## src/rtl/digit_serial_adder.sv

```systemverilog
// Digit-serial adder/subtractor: one DIGIT-wide ripple slice reused K = WIDTH/DIGIT
// times, LSB digit first, with a start/busy/done handshake and held registered results.
module digit_serial_adder #(
    parameter int WIDTH = 16,
    parameter int DIGIT = 4
) (
    input  logic             clk,
    input  logic             rst_n,
    input  logic             start,
    input  logic             sub,
    input  logic [WIDTH-1:0] a,
    input  logic [WIDTH-1:0] b,
    input  logic             cin,
    output logic             busy,
    output logic             done,
    output logic [WIDTH-1:0] sum,
    output logic             cout,
    output logic             ovf,
    output logic             zero
);

    localparam int K  = WIDTH / DIGIT;
    localparam int CW = (K > 1) ? $clog2(K) : 1;

    typedef enum logic [1:0] {IDLE, RUN, FIN} state_t;

    state_t           state;
    logic [WIDTH-1:0] a_sh;
    logic [WIDTH-1:0] b_sh;
    logic [WIDTH-1:0] res_sh;
    logic             carry;
    logic [CW-1:0]    cnt;

    logic [DIGIT:0]   slice;
    logic             carry_msb;
    logic [WIDTH-1:0] res_next;
    logic             last;

    always_comb begin
        slice     = {1'b0, a_sh[DIGIT-1:0]} + {1'b0, b_sh[DIGIT-1:0]} + (DIGIT+1)'(carry);
        // Carry into the top bit of this digit, recovered from its sum bit; on the
        // final digit this is the carry into the operand MSB.
        carry_msb = slice[DIGIT-1] ^ a_sh[DIGIT-1] ^ b_sh[DIGIT-1];
        res_next  = (res_sh >> DIGIT) | (WIDTH'(slice[DIGIT-1:0]) << (WIDTH - DIGIT));
        last      = (cnt == CW'(K - 1));
    end

    always_ff @(posedge clk or negedge rst_n) begin
        if (!rst_n) begin
            state  <= IDLE;
            a_sh   <= '0;
            b_sh   <= '0;
            res_sh <= '0;
            carry  <= 1'b0;
            cnt    <= '0;
            busy   <= 1'b0;
            done   <= 1'b0;
            sum    <= '0;
            cout   <= 1'b0;
            ovf    <= 1'b0;
            zero   <= 1'b1;
        end else begin
            case (state)
                IDLE, FIN: begin
                    done <= 1'b0;
                    if (start) begin
                        a_sh  <= a;
                        b_sh  <= sub ? ~b : b;
                        carry <= sub ? 1'b1 : cin;
                        cnt   <= '0;
                        busy  <= 1'b1;
                        state <= RUN;
                    end else begin
                        busy  <= 1'b0;
                        state <= IDLE;
                    end
                end
                RUN: begin
                    a_sh   <= a_sh >> DIGIT;
                    b_sh   <= b_sh >> DIGIT;
                    res_sh <= res_next;
                    carry  <= slice[DIGIT];
                    cnt    <= cnt + CW'(1);
                    if (last) begin
                        state <= FIN;
                        busy  <= 1'b0;
                        done  <= 1'b1;
                        sum   <= res_next;
                        cout  <= slice[DIGIT];
                        ovf   <= slice[DIGIT] ^ carry_msb;
                        zero  <= (res_next == '0);
                    end
                end
                default: begin
                    state <= IDLE;
                    busy  <= 1'b0;
                    done  <= 1'b0;
                end
            endcase
        end
    end

endmodule

```

## config.mk

```make
export PLATFORM = sky130hd
export DESIGN_NAME = digit_serial_adder
export DESIGN_NICKNAME = d
export VERILOG_FILES = /design/src/rtl/digit_serial_adder.sv
export SDC_FILE = /design/constraint.sdc
export NUM_CORES = 1
export LEC_CHECK = 0
export CAP_MARGIN = 0
export CORE_MARGIN = 2
export CORE_UTILIZATION = 30
export CTS_BUF_LIST = sky130_fd_sc_hd__clkbuf_16
export CTS_CLUSTER_DIAMETER = 30
export CTS_CLUSTER_SIZE = 10
export DETAILED_ROUTE_END_ITERATION = 8
export HOLD_SLACK_MARGIN = 0.12
export SLEW_MARGIN = 20
export SYNTH_ARGS = -nofsm -noshare
export SYNTH_HDL_FRONTEND = slang
export SYNTH_SLANG_ARGS = --single-unit
export TNS_END_PERCENT = 10
```

## constraint.sdc

```tcl
create_clock -name clk -period 6.2 [get_ports clk]
set_input_delay 0.93 -clock clk [delete_from_list [all_inputs] [get_ports clk]]
set_output_delay 0.93 -clock clk [all_outputs]
set_load 0.02 [all_outputs]
```

==> run_results.csv, run 1 <==
group,metric,value,unit
cts,ctsResizeCount,0,
timing,rsz0062_at_grt,"no",
power_and_ir_drop,p_sw_share,36.3,%
placed_design,dp_hpwl,4100,um
worst_setup_path,cp_top_family,"buffers and inverters",
timing,finalClockSkew,0.00768,ns
placed_design,portBuffers,57,
power_and_ir_drop,power.switching,778,uW
timing,relSlewSlack,38.9,%
yosys,synth_top_area_cell,"dfrtp_1",
timing,layout_min_cycle_time,2.39,ns
power_and_ir_drop,leakage,1.77,nW
cells_and_area,multi_input_area,0.00122,mm^2
power_and_ir_drop,p_int,1.37,mW
power_and_ir_drop,seq_power_share,36.7,%
yosys,yosysWarningCount,0,
worst_setup_path,worst_setup_path_end_kind,"output port",
drt,drt_wl_total,6050,um
worst_setup_path,cp.depth,1,
grt,grt_max_degree,69,
cells_and_area,syn_to_final_growth,31.2,%
yosys,synth_cells,271,
timing,fin_crit_sh,38.6,%
floorplanning,die_h,104,um
yosys,netlist_top_cells_area,"dfrtp_1 (56%), nand2_1 (8.3%), mux2_2 (5.2%)",
cells_and_area,register_area,0.00170,mm^2
drt,vias,2148,
cts,clk_transition_reported_paths,0.06,ns
worst_setup_path,cp_cell_sequence,"clkdlybuf4s50_1",
worst_setup_path,start_kind,"flip-flop",
yosys,avgSynthCellArea,11.1,um^2
power_and_ir_drop,ir_worst_vdd,0.000200,V
yosys,yosys-top-cells-count,"dfrtp_1 (67), nand2_1 (67), xnor2_1 (18)",
yosys,synth_edf_count,0,
cts,clock_latency,0.32,ns
floorplanning,rows,36,
yosys,ys_seq_elements,68,
worst_setup_path,critPathSlowestCell,"clkdlybuf4s50_1",
yosys,synth_seq_area_share,56.5,%
drt,drc,0,
cts,tritoncts,"built",
cts,htree_levels,3,
drt,wire_per_inst,13.1,um
power_and_ir_drop,power_density,543,mW/mm^2
worst_setup_path,critPathMaxFanout,2,
worst_setup_path,arrival,1.46,ns
timing,maxSlewViolCount,0,
grt,grt_pass1_vias,2181,
cts,clock_path_buffers,2,
power_and_ir_drop,comb_power_share,41.3,%
floorplanning,die-width,104,um
drt,drt_iter0_markers,94,
power_and_ir_drop,finalPower,2.14,mW
placed_design,dp_slack,3.51,ns
worst_setup_path,crit_type,"reg2out",
cells_and_area,antenna_cells,0,
timing,finalSetupTns,0,ns
worst_hold_path,hold_class,"reg2reg",
worst_setup_path,r2r_slack,3.91,ns
power_and_ir_drop,p_clk_share,22.0,%
yosys,synth_ff_type,"dfrtp_1",
yosys,netlist_area,0.00301,mm^2
worst_setup_path,r2r_cells,6,
cts,cts_root_buffer,"clkbuf_16",
grt,antenna_found_initial,0,
drt,drt_pre_antenna_iters,4,
floorplanning,start_util,30.8,%
cells_and_area,nets,368,
timing,finalSetupViolations,0,
yosys,async_flop_share,100,%
cts,postCtsHoldBufs,0,
cts,postCtsSetupRepairBufs,0,
timing,hold_viol,0,
grt,grt_pass1_wl,10600,um
yosys,synth_top_area_share,55.6,%
worst_setup_path,max_stage_delay,0.60,ns
grt,grt_overflow,0,
worst_setup_path,worst-path-buf-inv,1,
worst_hold_path,whs_path_depth,2,
placed_design,gp_congestion,0.746,
drt,ant_nets,0,
outcome,outcome,"finished clean",
cts,cts_buffers,9,
cells_and_area,drive_gt1_share,10.3,%
yosys,synth_cell_types,34,
yosys,synth_nets,314,
timing,fmax,418,MHz
run,cap_violations,0,
floorplanning,design.core.area,0.00977,mm^2
grt,grtUsageTotal,12.0,%
floorplanning,pin_count,58,
cells_and_area,n_fill_cell,963,
timing,finalWorstSetupSlack,3.81,ns
drt,via_per_inst,4.65,
worst_setup_path,crit_required,5.27,ns
timing,worst_pin_slew,0.913,ns
floorplanning,die_area,0.0109,mm^2
cts,clock_sinks,68,
[power groups by stage]
stage / Clock (mW) / Combinational, mW / Sequential [mW]
floorplan: 0 / 0.578 / 0.829
global placement: 0 / 0.881 / 0.790
detailed placement: 0 / 0.898 / 0.796
CTS: 0.483 / 0.901 / 0.789
global route: 0.505 / 1.00 / 0.814
finish: 0.471 / 0.886 / 0.786
[layout make-up]
class / count / share of cell area (%)
inverter: 1 / 0.0950
clock buffer: 9 / 5.70
clock inverter: 6 / 1.23
sequential: 68 / 43.1
multi-input combinational: 185 / 30.8
timing repair buffer: 60 / 14.9
tap: 133 / 4.21
[cell usage in the layout (no fill, tap or decap), types with 4 or more instances in the layout]
cell type	synthesis	layout
ha_1	4	4
nand2_1	67	67
clkdlybuf4s50_1	0	56
mux2_2	14	14
dfrtp_1	67	67
xnor2_1	18	18
clkbuf_16	0	9
a22oi_1	12	12
o21ai_0	12	12
nor2_1	14	14
a221o_1	12	12
a22o_1	6	6
[metrics by stage]
step	hold slack (ns)	util, %	instances	area [um^2]
after CTS	0.476	40.4	462	3950
after global routing	0.504	40.4	462	3950
final	0.474	40.4	462	3950
after floorplan	0.446	-	271	3010
after global placement	0.458	37.6	447	3680
after detailed placement	0.463	37.6	447	3680
[sequential cells by signal (all words and copies together), names as in the netlist]
signal	cells
state	1
cnt	2
sum	16
ovf	1
carry	1
done	1
cout	1
b_sh	16
a_sh	16
zero	1
res_sh	12
[final timing paths]
| path | startpoint | endpoint |
|---|---|---|
| max | zero | zero |
| min | a_sh[7] | a_sh[7] |
| max reg2reg | b_sh[0] | ovf |
| min reg2reg | a_sh[7] | a_sh[7] |
| max in group asynchronous | rst_n | ovf |
| min in group asynchronous | rst_n | sum[11] |
[cells by family (layout without fill, tap and decap cells)]
logic type | after synthesis | count (layout) | share of synthesized area (%)
muxes | 14 | 14 | 5.23
and+or+nand+nor | 94 | 94 | 13.2
buffers and inverters | 18 | 76 | 3.07
xor gates and xnor gates | 18 | 18 | 5.23
AOI/OAI and AO/OA | 53 | 53 | 13.7
adders and majority gates | 6 | 6 | 2.99
DFF | 68 | 68 | 56.5
[per-layer routing]
metal / up-vias / wire length (um) / global-route usage (%)
li1: 1044 / - / -
met2: 65 / 2710 / 18.2
met4: 0 / 44 / 4.05
met1: 1036 / 2990 / 16.5
met5: - / 0 / 0
met3: 3 / 306 / 3.51
(Power assumes the default switching activity.)
==> inputs of run 2 (changes only) <==
Clock period 6.2 ns to 2.1 ns, I/O delays scaled along.
==> run 2 against run 1 <==
  * Sequential power grew to 3.0 times the previous value
  * Core utilization up 1.0 points
  * Clock-buffer cell count unchanged
  * Global-route usage increased by 0.35 points
  * Critical path depth grew 5
  * Highest routed layer unchanged
  * Combinational power grew to 3.1 times the previous value
  * Sequential share of layout area is 1.1 points lower
  * Largest cell class unchanged
==> run_results.csv, run 2 (synthesis gave the netlist of run 1 again) <==
group,metric,value,unit
outcome,outcome,"finished clean",
drt,drt_iter0_markers,71,
cts,clock_sinks,68,
drt,drt_wl_total,6320,um
worst_setup_path,r2r_start,"carry",
power_and_ir_drop,power_density,1610,mW/mm^2
worst_setup_path,cp_cell_sequence,"fa_2, fa_2, a21o_1, a211oi_2, o211a_1, o31ai_2",
cts,htree_levels,3,
worst_hold_path,whs_path_depth,2,
cells_and_area,multi_input_area,0.00123,mm^2
worst_setup_path,cp.depth,6,
worst_setup_path,arrival,2.26,ns
worst_setup_path,cpMostUsedCell,"fa_2",
placed_design,dp_hpwl,4470,um
cells_and_area,syn_to_final_growth,34.6,%
worst_setup_path,endpoint,"ovf",
timing,maxSlewViolCount,0,
power_and_ir_drop,ir_worst_vdd,0.000520,V
cts,tritoncts,"built",
cells_and_area,layout_common_cells,"nand2_1 (67), dfrtp_1 (67), clkdlybuf4s50_1 (56), xnor2_1 (18)",
timing,relSlewSlack,47.9,%
timing,finalSetupTns,0,ns
power_and_ir_drop,finalPower,6.53,mW
cells_and_area,register_area,0.00170,mm^2
worst_setup_path,crit_type,"reg2reg",
grt,grt_pass1_vias,2127,
cts,cts_buffers,9,
cts,clock_path_buffers,2,
cells_and_area,drive_gt1_share,14.2,%
grt,grtUsageTotal,12.4,%
floorplanning,pin_count,58,
worst_setup_path,r2r-end,"ovf",
timing,hold_viol,0,
worst_setup_path,start_kind,"flip-flop",
worst_setup_path,crit_required,2.30,ns
cts,cts_root_buffer,"clkbuf_16",
drt,vias,2196,
floorplanning,die_h,104,um
floorplanning,rows,36,
worst_setup_path,cp_top_family,"adder cells",
placed_design,gp_congestion,0.720,
cells_and_area,nets,376,
timing,rsz0062_at_grt,"yes",
grt,grt_max_degree,36,
timing,finalSetupViolations,0,
cells_and_area,n_fill_cell,973,
worst_setup_path,worstSetupStartpoint,"carry",
floorplanning,die-width,104,um
timing,fmax,486,MHz
worst_setup_path,critPathMaxFanout,2,
drt,wire_per_inst,13.4,um
worst_setup_path,critPathSlowestCell,"fa_2",
worst_setup_path,worst_setup_path_end_kind,"flip-flop",
power_and_ir_drop,leakage,1.81,nW
cts,clock_latency,0.33,ns
drt,ant_nets,0,
worst_setup_path,worst-path-buf-inv,0,
timing,finalWorstSetupSlack,0.0429,ns
placed_design,dp_slack,-0.0545,ns
floorplanning,die_area,0.0109,mm^2
cts,clk_transition_reported_paths,0.05,ns
timing,finalClockSkew,0.00374,ns
timing,fin_crit_sh,98.0,%
grt,grt_pass1_wl,10600,um
worst_setup_path,r2r_slack,0.04,ns
worst_hold_path,hold_class,"reg2reg",
drt,drt_pre_antenna_iters,4,
timing,layout_min_cycle_time,2.06,ns
drt,drc,0,
grt,antenna_found_initial,0,
worst_setup_path,max_stage_delay,0.43,ns
placed_design,portBuffers,57,
run,cap_violations,0,
worst_setup_path,r2r_cells,6,
timing,worst_pin_slew,0.780,ns
cells_and_area,top_regs,"a_sh x16, b_sh x16, sum x16",
grt,grt_overflow,0,
floorplanning,start_util,30.8,%
floorplanning,design.core.area,0.00977,mm^2
cells_and_area,antenna_cells,0,
drt,via_per_inst,4.66,
run 2: area by class of cell:
cell class	count	area share, %
Tap cell	133	4.10
Inverter	1	0.0926
Clock inverter	7	1.45
Clock buffer	9	5.56
Timing Repair Buffer	68	16.4
Multi-Input combinational cell	185	30.4
Sequential cell	68	42.0
run 2: stage by stage:
stage / instance area [um^2] / std cells / utilization, % / hold WS (ns)
floorplan: 3020 / 271 / - / 0.0194
finish: 4050 / 471 / 41.5 / 0.472
global route: 4050 / 471 / 41.5 / 0.501
global placement: 3750 / 454 / 38.4 / 0.428
detailed placement: 3750 / 454 / 38.4 / 0.427
CTS: 4050 / 471 / 41.4 / 0.477
run 2: where the power goes:
group          switching (mW)  internal, mW  leakage [nW]  total [mW]
combinational            1.44          1.32         0.816        2.76
sequential              0.427          1.91         0.851        2.34
clock                   0.529         0.900         0.141        1.43
run 2: repair_timing:
| item | in CTS | in global routing |
|---|---|---|
| resized for setup | 2 | 2 |
| pin swaps | 0 | 3 |
| hold endpoints to repair | 30 | 0 |
| hold buffers | 1 | 0 |
| buffers inserted | 0 | 0 |
| setup endpoints to repair | 2 | 2 |
| gates cloned | 0 | 0 |
run 2: layer usage:
metal  vias up  routed length [um]  global-route usage, %
met5         -                   0                      0
met4         0                  85                   4.63
met3         9                 421                   3.76
met2        67                2900                   19.0
met1      1055                2920                   16.4
li1       1065                   -                      -
run 2: how the worst min path moves through the flow:
stage	start	to	slack [ns]
final	a_sh[11]	a_sh[11]	0.47
after global routing	a_sh[9]	a_sh[9]	0.50
after CTS	a_sh[6]	a_sh[6]	0.48
after detailed placement	rst_n	res_sh[4]	0.43
after global placement	rst_n	sum[0]	0.43
after floorplan	rst_n	a_sh[0]	0.02
run 2: tightest hold or removal path, cell delays in order, from the launching register on:
cell and delay, ns:
dfrtp_1 0.34, nand2_1 0.05, nand2_1 0.05
